$ cat src/rtl/mux_arb_pkg.sv
// Shared definitions for the 4-requester round-robin mux arbiter:
// FSM state encoding, requester count and the default lane width.
package mux_arb_pkg;

  typedef enum logic {
    IDLE = 1'b0,
    BUSY = 1'b1
  } state_t;

  localparam int NREQ      = 4;
  localparam int WIDTH_DEF = 4;

endpackage

$ cat src/rtl/mux_41_4b.sv
// Plain combinational 4:1 multiplexer; {sel1,sel0} picks lane a..d.
module mux_41_4b #(
  parameter int WIDTH = 4
) (
  input  logic [WIDTH-1:0] a,
  input  logic [WIDTH-1:0] b,
  input  logic [WIDTH-1:0] c,
  input  logic [WIDTH-1:0] d,
  input  logic             sel1,
  input  logic             sel0,
  output logic [WIDTH-1:0] y
);

  always_comb begin
    y = a;
    case ({sel1, sel0})
      2'b00:   y = a;
      2'b01:   y = b;
      2'b10:   y = c;
      default: y = d;
    endcase
  end

endmodule

$ cat src/rtl/mux_41_4b_arb.sv
// Round-robin arbiter over four requester lanes feeding a shared 4:1 mux.
// Define ARB_LOCK_EN to let lock[i] keep priority on the lane just served.
module mux_41_4b_arb
  import mux_arb_pkg::*;
#(
  parameter int WIDTH = WIDTH_DEF
) (
  input  logic             clk,
  input  logic             rst_n,
  input  logic [3:0]       req,
  input  logic [WIDTH-1:0] A,
  input  logic [WIDTH-1:0] B,
  input  logic [WIDTH-1:0] C,
  input  logic [WIDTH-1:0] D,
  input  logic [3:0]       lock,
  input  logic             out_ready,
  output logic             out_valid,
  output logic [WIDTH-1:0] out_data,
  output logic             sel1,
  output logic             sel0,
  output logic [3:0]       ack
);

  state_t           state, state_nxt;
  logic [1:0]       ptr, ptr_nxt, winner, sel_q, mux_sel;
  logic             found, grant, xfer;
  logic [WIDTH-1:0] mux_y;

  // Search upward from ptr+1; the i=NREQ step lands back on ptr itself.
  always_comb begin
    logic [1:0] idx;
    idx    = '0;
    winner = '0;
    found  = 1'b0;
    for (int i = 1; i <= NREQ; i++) begin
      idx = ptr + 2'(i);
      if (!found && req[idx]) begin
        winner = idx;
        found  = 1'b1;
      end
    end
  end

  // The mux follows the live winner while idle so out_data can load on the grant edge.
  assign mux_sel = (state == IDLE) ? winner : sel_q;

  mux_41_4b #(.WIDTH(WIDTH)) u_mux (
    .a    (A),
    .b    (B),
    .c    (C),
    .d    (D),
    .sel1 (mux_sel[1]),
    .sel0 (mux_sel[0]),
    .y    (mux_y)
  );

  always_ff @(posedge clk or negedge rst_n) begin
    if (!rst_n) state <= IDLE;
    else        state <= state_nxt;
  end

  always_comb begin
    state_nxt = state;
    grant     = 1'b0;
    xfer      = 1'b0;
    case (state)
      IDLE: if (found) begin
        grant     = 1'b1;
        state_nxt = BUSY;
      end
      BUSY: if (out_ready) begin
        xfer      = 1'b1;
        state_nxt = IDLE;
      end
      default: state_nxt = IDLE;
    endcase
  end

`ifdef ARB_LOCK_EN
  // Parking ptr one below the winner makes it the first lane searched next time.
  assign ptr_nxt = lock[sel_q] ? (sel_q - 2'd1) : sel_q;
`else
  logic lock_unused;
  assign lock_unused = ^lock;
  assign ptr_nxt     = sel_q;
`endif

  always_ff @(posedge clk or negedge rst_n) begin
    if (!rst_n) begin
      out_data <= '0;
      sel_q    <= '0;
      ptr      <= 2'd3;
      ack      <= '0;
    end else begin
      ack <= '0;
      if (grant) begin
        sel_q    <= winner;
        out_data <= mux_y;
      end
      if (xfer) begin
        ack <= 4'b0001 << sel_q;
        ptr <= ptr_nxt;
      end
    end
  end

  assign out_valid = (state == BUSY);
  assign sel1      = sel_q[1];
  assign sel0      = sel_q[0];

endmodule

$ cat config.mk
export PLATFORM = sky130hd
export DESIGN_NAME = mux_41_4b_arb
export DESIGN_NICKNAME = d
export VERILOG_FILES = /design/src/rtl/mux_arb_pkg.sv /design/src/rtl/mux_41_4b.sv /design/src/rtl/mux_41_4b_arb.sv
export SDC_FILE = /design/constraint.sdc
export NUM_CORES = 1
export LEC_CHECK = 0
export CAP_MARGIN = 25
export CELL_PAD_IN_SITES_DETAIL_PLACEMENT = 1
export CELL_PAD_IN_SITES_GLOBAL_PLACEMENT = 2
export CORE_MARGIN = 2
export CORE_UTILIZATION = 22
export DETAILED_ROUTE_END_ITERATION = 8
export PLACE_DENSITY_LB_ADDON = 0.1
export SYNTH_ARGS = -nofsm -noshare
export SYNTH_HDL_FRONTEND = slang
export SYNTH_SLANG_ARGS = --single-unit
$ cat constraint.sdc
create_clock -name clk -period 2.5 [get_ports clk]
set_clock_uncertainty 0.05 [all_clocks]
set_input_delay 0.625 -clock clk [delete_from_list [all_inputs] [get_ports clk]]
set_output_delay 0.625 -clock clk [all_outputs]
set_load 0.01 [all_outputs]
==> impl_metrics.csv <==
group,metric,value,unit
grt,overflow,0,
sta,fin_ws,0.200,ns
synth,yosysSeqAreaShare,42.9,%
cts,cts_root_buf,"clkbuf_4",
cts,hold_buffers,0,
worst_setup_path,cp_cell_sequence,"clkdlybuf4s50_1 > o21ai_0 > a21boi_1 > or3b_1 > o311ai_0 > a2bb2oi_1",
synth,synthTopCellsByCount,"nand2_1 (14), dfrtp_1 (11), nor2_1 (4), o21ai_0 (4), o221ai_1 (4)",
cts,cts_made_buffers,3,
grt,grt_pass1_wl,3860,um
placement,place_inst,171,
synth,syn_inst,81,
layout,syn2layout_area_growth,65.3,%
sta,slew_violations,0,
layout,drive_above_1_share,20.9,%
layout,nets,157,
sta,rsz0062_at_grt,"no",
pwr,p_int,547,uW
layout,antenna_cells,0,
cts,cts.sinks,13,
synth,synth-warning-count,0,
drt,avgViaCountPerCell,4.46,
worst_setup_path,worst_path_max_delay_cell,"or3b_1",
sta,timing_hold_violations_final,0,
cts,h-tree-depth,1,
sta,fin_setup_tns,0,ns
synth,synth_top_area_cell,"dfrtp_1",
pwr,p_per_area,650,nW/um^2
cts,path_clk_slew,0.08,ns
pwr,p_comb_share,44.6,%
die,start_util,22.9,%
pwr,peakVddDrop,0.000238,V
cts,cts_resized,0,
drt,post-route-drc-count,0,
synth,ys.flop_type,"dfrtp_1",
sta,fmax,435,MHz
cts,cts_tree,"built",
die,fp.dieH,63.0,um
worst_setup_path,crit_path_start_kind,"input port",
synth,async_reset_ff_share,100,%
synth,synth.most_common_cell,"nand2_1",
drt,top_layer_used,"met4",
grt,antenna_found_initial,0,
worst_setup_path,path_class,"input port to flop",
pwr,p_seq_share,39.0,%
sta,min_period,2.30,ns
drt,wirelength,2300,um
worst_setup_path,slowest_delay,0.49,ns
placement,io_buffers,33,
cts,post_cts_buffers,0,
min_path,hp-class,"flop to flop",
die,die_x,63.0,um
pwr,net-switching-power,274,uW
worst_setup_path,crit_arrival,2.39,ns
synth,yosysTopAreaCellShare,36.0,%
placement,gp_congestion,0.738,
cts,clk_path_buf_depth,2,
synth,synth_edf_count,0,
worst_setup_path,cp.required,2.59,ns
drt,drt_iter0_markers,5,
run_status,outcome,"complete, no violations",
grt,grt_pass1_vias,830,
die,core_area,3340,sq um
synth,avgSynthCellArea,9.44,sq um
grt,grt_max_degree,14,
die,std_cell_rows,21,
pwr,clockPowerShare,16.4,%
pwr,switching_share,33.3,%
synth,synthDistinctLibCells,34,
sta,worst_slew_pin_slew,0.639,ns
drt,met3_length,127,um
layout,fin_util,37.9,%
grt,grt_usage,12.5,%
pwr,leakagePower,0.000541,uW
synth,ys_ff_latch,13,
drt,ant_nets,0,
cts,clock_latency,0.27,ns
drt,num_vias,781,
drt,m1WireLength,1000,um
synth,synth.net_count,108,
placement,pre_cts_ws,-0.121,ns
layout,final_cells,175,
synth,netlist_area,764,sq um
drt,wl_met2,1160,um
synth,synthTopCellsByArea,"dfrtp_1 (36%), dfstp_2 (6.9%), nand2_1 (6.9%)",
drt,avgRoutedWirePerCell,13.2,um
worst_setup_path,path_max_fanout,4,
placement,hpwl,1830,um
worst_setup_path,end_kind,"flop",
die,boundaryPins,38,
sta,maxSlewHeadroom,57.3,%
die,die-area,3960,sq um
sta,setup_viol_count_final,0,
flow_run,cap_violations,0,
drt,drtPass1Iterations,3,
sta,timing.final.crit_share,92.0,%
path summary, 6_finish.rpt:
path | startpoint | to | slack [ns] | cells after the start
max | req[0] | out_data[3] | 0.20 | 6
min | ptr_nxt[1] | ack[1] | 0.47 | 1
max reg2reg | ptr[0] | out_data[3] | 0.46 | 5
min reg2reg | ptr_nxt[1] | ack[1] | 0.47 | 1
max in group asynchronous | rst_n | out_data[2] | 1.30 | 1
min in group asynchronous | rst_n | ack[3] | 0.69 | 1
placed cells by master, fill, tap and decap left out, drive strengths merged, types with 2 or more instances in the layout:
cell type      count
a211oi             2
a21boi             2
a21oi              3
a2bb2oi            3
buf               15
clkbuf             4
clkdlybuf4s50     33
dfrtp             11
dfstp              2
inv                2
mux2               3
mux2i              2
nand2             14
nand2b             3
nor2               4
nor3               2
nor3b              2
o21ai              4
o221ai             4
o31ai              2
or2                2
metal layers:
metal / vias up / global-route usage, %
met5: - / 0
met4: 0 / 4.17
met3: 2 / 3.42
met2: 22 / 22.3
met1: 366 / 14.3
li1: 391 / -
power by group through the flow:
stage | sequential (uW) | clock, uW | combinational [uW]
2_1_floorplan | 314 | 0 | 183
3_3_place_gp | 321 | 0 | 367
3_5_place_dp | 324 | 0 | 372
4_1_cts | 322 | 142 | 375
5_1_grt | 333 | 156 | 400
6_report | 320 | 134 | 367
worst max-delay path: cells and delay by family:
kind | cells | cell delay, ns
AO/OA/AOI/OAI | 4 | 0.82
buffers and inverters | 1 | 0.45
AND/OR/NAND/NOR | 1 | 0.49
metrics by stage:
step                      hold slack [ns]  area, sq um  total power (uW)
after floorplan                     0.279          764               497
after global placement              0.452         1240               688
after detailed placement            0.458         1240               695
after CTS                           0.472         1260               839
after global routing                0.499         1260               889
final                               0.470         1260               821
cell type report:
type	count	area (sq um)
Tap cell	46	57.6
Multi-Input combinational cell	62	402
Fill cell	403	2070
Timing Repair Buffer	48	443
Sequential cell	13	328
Inverter	2	7.51
Clock buffer	4	26.3
logic make-up (layout without fill, tap and decap cells):
| family | after synthesis | count (layout) | share of synthesized area (%) |
|---|---|---|---|
| compound gates | 22 | 22 | 20.5 |
| buf+inv | 6 | 54 | 4.58 |
| flops | 13 | 13 | 42.9 |
| mux | 5 | 5 | 8.02 |
| simple gates | 35 | 35 | 24.1 |
state kept, by name, indices dropped and copies added, names as in the netlist:
| signal | count |
|---|---|
| ack | 4 |
| out_data | 4 |
| out_valid | 1 |
| ptr_nxt | 2 |
| ptr | 2 |
No activity file was read; power rests on OpenSTA's default activity.
